[config.mk]
export PLATFORM = sky130hd
export DESIGN_NAME = mem_port_arbiter
export DESIGN_NICKNAME = d
export VERILOG_FILES = /design/src/rtl/mem_arb_pkg.sv /design/src/rtl/mem_port_arbiter.sv
export SDC_FILE = /design/constraint.sdc
export NUM_CORES = 1
export LEC_CHECK = 0
export ABC_AREA = 1
export CAP_MARGIN = 20
export CORE_UTILIZATION = 35
export DETAILED_ROUTE_END_ITERATION = 8
export GPL_TIMING_DRIVEN = 0
export PLACE_DENSITY = 0.91
export SYNTH_ARGS = -nofsm -noshare
export SYNTH_HDL_FRONTEND = slang
export SYNTH_SLANG_ARGS = --single-unit
export TNS_END_PERCENT = 5
[constraint.sdc]
create_clock -name CLK -period 1.9 [get_ports CLK]
set_clock_uncertainty 0.05 [all_clocks]
set_input_delay 0.57 -clock CLK [delete_from_list [all_inputs] [get_ports CLK]]
set_output_delay 0.57 -clock CLK [all_outputs]
set_load 0.03 [all_outputs]
[src/rtl/mem_arb_pkg.sv]
// Shared types and constants for the unified memory-port arbiter.
package mem_arb_pkg;

    typedef enum logic [1:0] {
        IDLE  = 2'd0,
        ISSUE = 2'd1,
        WAIT  = 2'd2,
        RESP  = 2'd3
    } arb_state_t;

    typedef enum logic {
        OWN_IF = 1'b0,
        OWN_D  = 1'b1
    } arb_owner_t;

    // Instruction fetches always read a full 32-bit word.
    localparam logic [3:0] FETCH_BE = 4'b1111;

endpackage

[src/rtl/mem_port_arbiter.sv]
// Shares one memory port between instruction fetch and data access.
// One transaction at a time; data wins by default, but fetch is forced
// through after MAX_D_STREAK back-to-back data grants so it cannot starve.
module mem_port_arbiter
    import mem_arb_pkg::*;
#(
    parameter int AW           = 32,
    parameter int MAX_D_STREAK = 4
) (
    input  logic          CLK,
    input  logic          RSTn,
    input  logic          if_req,
    input  logic [AW-1:0] if_addr,
    output logic [31:0]   if_rdata,
    output logic          if_done,
    input  logic          d_req,
    input  logic          d_we,
    input  logic [3:0]    d_be,
    input  logic [AW-1:0] d_addr,
    input  logic [31:0]   d_wdata,
    output logic [31:0]   d_rdata,
    output logic          d_done,
    output logic          m_req,
    output logic          m_we,
    output logic [3:0]    m_be,
    output logic [AW-1:0] m_addr,
    output logic [31:0]   m_wdata,
    input  logic          m_gnt,
    input  logic          m_rvalid,
    input  logic [31:0]   m_rdata,
    output logic          stall_if,
    output logic          stall_mem
);

    localparam int SW = $clog2(MAX_D_STREAK + 1);
    localparam logic [SW-1:0] STREAK_MAX = SW'(MAX_D_STREAK);

    arb_state_t    state;
    arb_owner_t    owner;
    logic [SW-1:0] streak;
    logic          win_if;
    logic          capture;

    // Fetch wins when data is absent or data has used up its streak allowance.
    assign win_if = if_req & (~d_req | (streak == STREAK_MAX));

    // Response data is taken either together with the grant or later in WAIT.
    assign capture = ((state == ISSUE) & m_gnt & m_rvalid) |
                     ((state == WAIT) & m_rvalid);

    // Transaction FSM, owner latch and fetch-starvation streak counter.
    always_ff @(posedge CLK or negedge RSTn) begin
        if (!RSTn) begin
            state  <= IDLE;
            owner  <= OWN_IF;
            streak <= '0;
        end else begin
            if (!if_req) begin
                streak <= '0;
            end else if (state == IDLE) begin
                if (win_if) begin
                    streak <= '0;
                end else if (streak != STREAK_MAX) begin
                    streak <= streak + 1'b1;
                end
            end

            case (state)
                IDLE: begin
                    if (if_req | d_req) begin
                        owner <= win_if ? OWN_IF : OWN_D;
                        state <= ISSUE;
                    end
                end
                ISSUE: begin
                    if (m_gnt) begin
                        state <= m_rvalid ? RESP : WAIT;
                    end
                end
                WAIT: begin
                    if (m_rvalid) begin
                        state <= RESP;
                    end
                end
                RESP: begin
                    state <= IDLE;
                end
                default: begin
                    state <= IDLE;
                end
            endcase
        end
    end

    // Per-owner read data; holds until that owner's next completion.
    always_ff @(posedge CLK or negedge RSTn) begin
        if (!RSTn) begin
            if_rdata <= '0;
            d_rdata  <= '0;
        end else if (capture) begin
            if (owner == OWN_IF) begin
                if_rdata <= m_rdata;
            end else begin
                d_rdata <= m_rdata;
            end
        end
    end

    // Memory request fields are steered from the owner only while issuing.
    always_comb begin
        m_req   = 1'b0;
        m_we    = 1'b0;
        m_be    = '0;
        m_addr  = '0;
        m_wdata = '0;
        if (state == ISSUE) begin
            m_req = 1'b1;
            if (owner == OWN_IF) begin
                m_be   = FETCH_BE;
                m_addr = if_addr;
            end else begin
                m_we    = d_we;
                m_be    = d_be;
                m_addr  = d_addr;
                m_wdata = d_wdata;
            end
        end
    end

    assign if_done   = (state == RESP) & (owner == OWN_IF);
    assign d_done    = (state == RESP) & (owner == OWN_D);
    assign stall_if  = if_req & ~if_done;
    assign stall_mem = d_req & ~d_done;

endmodule

==> metrics.cfg, run 1 <==
[final_layout]
fin_cells = 984
syn2layout_area_growth_pct = 96.4
drive_gt1_frac = 0.259
final_util = 0.708
fin_nets = 984

[logic_synthesis]
synthCells = 542
syn_area_per_cell_um2 = 7.21
synth_area_um2 = 3910
synth.distinct_cells = 16
syn_nets = 687
synth-seq-cells = 70
yosysSeqAreaShare = 0.448
yosys_warnings = 0

[sta]
min_period_ns = 2.27
fin_ws_ns = -0.365
setup_viol = 73
hold_violations = 0
slew_headroom = 0.425
fmax_mhz = 441
finalCritPeriodShare = 1.19
timing.hold.ws_ns = 0.273
rsz0062_at_grt = true
tightest_slew_ns = 0.862
drv_slew = 0

[cts]
cts_tree = yes
clock_path_buffers = 2
cts.hold.buffers_added = 0
numClockSinks = 70
cts-root-buf = clkbuf_8
cts_made_buffers = 9
htree_num_levels = 3
clk_latency_ns = 0.35
clk_pin_slew_worst_paths_ns = 0.07

[worst_setup_path]
critPathBufInv = 4
required_ns = 1.28
worstSetupPathType = reg2out
cpMostUsedCell = buf_12
cp_slowest_cell = dfrtp_1
max_stage_delay_ns = 0.40
cp-start-kind = register
worstPathArrival_ns = 1.65
worst_path_dominant_cell_family = buffers and inverters
crit_fanout = 8
cp-end-kind = primary output
crit_path_cell_trace = inv_2 -> ha_4 -> buf_12 -> nand2_8 -> buf_12 -> nor2_4 -> buf_6

[pwr]
powerDensity_nw_per_um2 = 1630
total_power_uw = 12500
ir_drop_v = 0.000886
cellLeakagePower_uw = 0.00386

[global_routing]
grt_use_total = 0.300
grt_pass1_vias = 4944
grt_max_degree = 71
gr-total-overflow = 0
grt_pass1_wl_um = 26200
grt_antenna_before_repair = 1

[placed_design]
dpl.hpwl_um = 13000
place_ws_ns = -0.819
routabilityCongestion = 0.846
portBuffers = 276
dp.cells = 958

[floorplan]
die_x_um = 108
start_util = 0.361
die_area_um2 = 11600
core_um2 = 10800
die_h_um = 108
rows = 38
io-pin-count = 277

[detailed_routing]
avgViaCountPerCell = 5.11
ant_nets = 0
drc = 0
drt_iter0_markers = 303
routed_wirelength_um = 17700
drt_pass1_iterations = 5
wl_per_cell_um = 18.0
vias = 5025

[run_status]
outcome = finished, violations left
violations = negative setup slack

[job]
maxCapViolCount = 0

[hold_path]
hp-class = in2async

==> cells in the mapped netlist <==
master      n  share of area
dfrtp_1    70           0.45
inv_2       1        0.00096
buf_4       4         0.0077
a21oi_1     1         0.0013
nand2_1   150           0.14
ha_1        6          0.019
clkbuf_1    6         0.0058
inv_1      49          0.047
nand3_1     7         0.0090
buf_6       7          0.020
nand2_2     1         0.0016
o21ai_0    35          0.045
nand3_2     2         0.0051
nand4_1    66           0.11
buf_2      25          0.032
nor2_1    112           0.11
==> registers in the layout, summed over array words and instances (netlist names) <==
signal	cells
if_rdata	32
state	2
streak	3
d_rdata	32
owner	1
==> cells in the final DEF, fill, tap and decap left out, drive strengths merged <==
cell type | Yosys | final
a21oi | 1 | 1
buf | 36 | 117
bufbuf | 0 | 1
clkbuf | 6 | 22
clkdlybuf4s15 | 0 | 1
clkdlybuf4s50 | 0 | 136
clkinv | 0 | 1
dfrtp | 70 | 70
diode | 0 | 1
dlygate4sd2 | 0 | 65
ha | 6 | 6
inv | 50 | 50
nand2 | 151 | 151
nand3 | 9 | 9
nand4 | 66 | 66
nor2 | 112 | 112
o21ai | 35 | 35
==> power by group <==
part	internal, uW	switching (uW)
clock	538	515
combinational	3370	5520
sequential	2150	394
total	6060	6430
==> logic make-up after synthesis <==
family                   synth area share
AO/OA/AOI/OAI                      0.0461
adder cells (fa/ha/maj)            0.0192
flip-flops                          0.448
AND/OR/NAND/NOR                     0.373
buffers and inverters               0.114
==> per-stage QoR <==
stage / instance area (um2) / setup TNS [ns]
global route: 7680 / -28.90
global placement: 7190 / -200.28
detailed placement: 7190 / -55.57
CTS: 7630 / -24.37
floorplan: 4260 / -4.17
finish: 7680 / -22.79
==> worst register-to-register path: stages (launching register included) <==
cell and delay, ns:
dfrtp_2 0.45, ha_4 0.19, bufbuf_16 0.26, nand2_1 0.07, nand2_2 0.08, nand3_2 0.12
buf_2 0.27, nand2_1 0.10, nand2_1 0.09
==> layer usage <==
| layer | part of all wire | GRT usage | vias to the layer above |
|---|---|---|---|
| met1 | 0.38 | 0.347 | 2390 |
| li1 | - | - | 2335 |
| met4 | 0.034 | 0.111 | 0 |
| met2 | 0.50 | 0.514 | 256 |
| met3 | 0.089 | 0.0981 | 44 |
| met5 | 0 | 0 | - |
==> path summary, 6_finish.rpt <==
kind | slack, ns | startpoint | depth (start not counted) | to
max in group asynchronous | 0.90 | RSTn | 1 | state[0]
min in group CLK | 0.42 | if_rdata[10] | 2 | if_rdata[10]
worst max register to register | 0.16 | state[0] | 8 | if_rdata[4]
worst min register to register | 0.42 | if_rdata[10] | 2 | if_rdata[10]
worst max-delay path | -0.37 | state[1] | 7 | m_wdata[22]
worst min-delay path | 0.27 | RSTn | 1 | d_rdata[21]
==> what timing repair did <==
action / 4_1_cts / 5_1_grt
pin swaps: 13 / 13
buffers inserted: 4 / 1
gates cloned: 5 / 1
setup endpoints to repair: 138 / 74
resized for setup: 624 / 12
==> layout make-up <==
| class | count | area (um2) |
|---|---|---|
| clock buffers | 14 | 163 |
| fillers | 847 | 3160 |
| plain buffers | 42 | 403 |
| clock inverters | 1 | 5.00 |
| multi-input cells | 380 | 2110 |
| well taps | 140 | 175 |
| flip-flops and latches | 70 | 1750 |
| repair buffers | 286 | 2880 |
| inverters | 50 | 190 |
| diodes | 1 | 2.50 |
Power figures use the tool's default switching activity.
==> inputs of run 2 (changes only) <==
--- a/config.mk
+++ b/config.mk
@@ -6,6 +6,7 @@
 export NUM_CORES = 1
 export LEC_CHECK = 0
 export ABC_AREA = 1
+export ABC_CLOCK_PERIOD_IN_PS = 1900
 export CAP_MARGIN = 20
 export CORE_UTILIZATION = 35
 export DETAILED_ROUTE_END_ITERATION = 8
==> results of run 2 <==
The final DEF is identical to that of run 1; final timing and power are the same.
==> variant: new RTL, config.mk and constraints of run 2 <==
The 4 states of `arb_state_t` get a one-hot encoding in 4 bits.
--- a/src/rtl/mem_arb_pkg.sv
+++ b/src/rtl/mem_arb_pkg.sv
@@ -2,9 +2,9 @@
 package mem_arb_pkg;
 
-    typedef enum logic [1:0] {
-        IDLE  = 2'd0,
-        ISSUE = 2'd1,
-        WAIT  = 2'd2,
-        RESP  = 2'd3
+    typedef enum logic [3:0] {
+        IDLE  = 4'b0001,
+        ISSUE = 4'b0010,
+        WAIT  = 4'b0100,
+        RESP  = 4'b1000
     } arb_state_t;
 
Check against the original RTL: same outputs for any inputs over 10 cycles, from zero or initial values and one cycle with RSTn low; not proved beyond that.
==> variant against run 2 <==
Power shrank 14%; the flow still finishes with violations (negative setup slack); wire length shrank 3.6%; final area grew 1.5%; worst setup slack lost 5.7 ps; sequential cell count grew 2; first-iteration DRC count grew 28%; synthesized area grew 0.42%; non-clock buffer count grew 8; highest routed layer unchanged; largest power group unchanged.
==> variant: results (changes against run 2) <==
status: "finished, violations left"
violations: "negative setup slack"
synth_compound_area_share_pct: 5.897  # +1.3 points
totalWireLength_mm: 17.04  # -3.6%
wl_met1_mm: 5.945  # -12%
rr_worst_depth: 11  # +3
fin_ws_ps: -371.1  # -5.685 ps
met2_length_mm: 9.201  # +5.0%
cts.sinks: 72  # +2.9%
post_dp_cell_area_um2: 6860  # -4.6%
crit_path_start: "state[3]"
irDropWorstVdd_v: 0.0008129  # -8.3%
synth_area_per_cell_um2: 7.364  # +2.1%
met3_length_mm: 1.350  # -14%
buffer_area_share_pct: 42.68  # -0.076 points
drive_above_1_share_pct: 26.34  # +0.48 points
worst_r2r_endpoint: "streak[1]"
drtIter0Drc: 387  # +28%
synth_commonest_cells: "nand2_1, dfrtp_1, nand4_1"
multi_input_area_share_pct: 28.20  # +0.76 points
grt_max_degree: 73  # +2.8%
use_met1_pct: 29.47  # -5.2 points
endpoint: "m_addr[28]"
multi_input_gates: 403  # +6.1%
synth_area_um2: 3925  # +0.42%
inverters_excl_clock: 12  # -76%
grt_pass1_wl_mm: 25.14  # -4.2%
gp_congestion: 0.8769  # +3.6%
yosysSeqAreaShare_pct: 45.94  # +1.1 points
ys_top_cells_by_area: "dfrtp_1, nand2_1, nand4_1, a21oi_1, nor2_1"
postCtsSetupBuffers: 11  # +7
register_area_um2: 1803  # +2.9%
yosysUniqueCellTypes: 24  # +8
crit_fanout: 10  # +2
clk_share_pct: 3.130  # +0.95 points
final_cells: 979  # -0.51%
yosys.area_share.xor_xnor_pct: 0.2231  # +0.22 points
antenna_cells: 0  # -1
grt_pass1_vias: 5019  # +1.5%
signal_buffers: 336  # +2.4%
pre_cts_ws_ps: -752.5  # +66.87 ps
setup_viol: 81  # +11%
synth.net_count: 674  # -1.9%
nFillCells: 799  # -5.7%
## variant: changes by cell type in the layout (fill, tap and decap cells not counted), moves of 9 or more
cell     change
a21oi_2     +12
a21oi_4     +20
nor2_2      -10
nand2_1     +78
o21ai_1     -10
inv_1       -37
o21ai_0      -9
nor2_1      -28
buf_4       +13
buf_2        -9
nor2_4      -26
## variant: worst min-delay path by stage
stage	from	endpoint	slack (ps)	cells after the start
after floorplan	RSTn	d_rdata[0]	220	0
after global placement	d_rdata[16]	d_rdata[16]	400	2
after detailed placement	d_rdata[18]	d_rdata[18]	410	2
after CTS	RSTn	if_rdata[25]	310	1
after global routing	RSTn	if_rdata[25]	350	1
final	RSTn	if_rdata[25]	270	1
## variant: report_power, final
group          internal [mW]  switching [mW]
Sequential              2.12           0.364
Clock                  0.882           0.628
Combinational           2.51            4.28
Total                   5.51            5.28
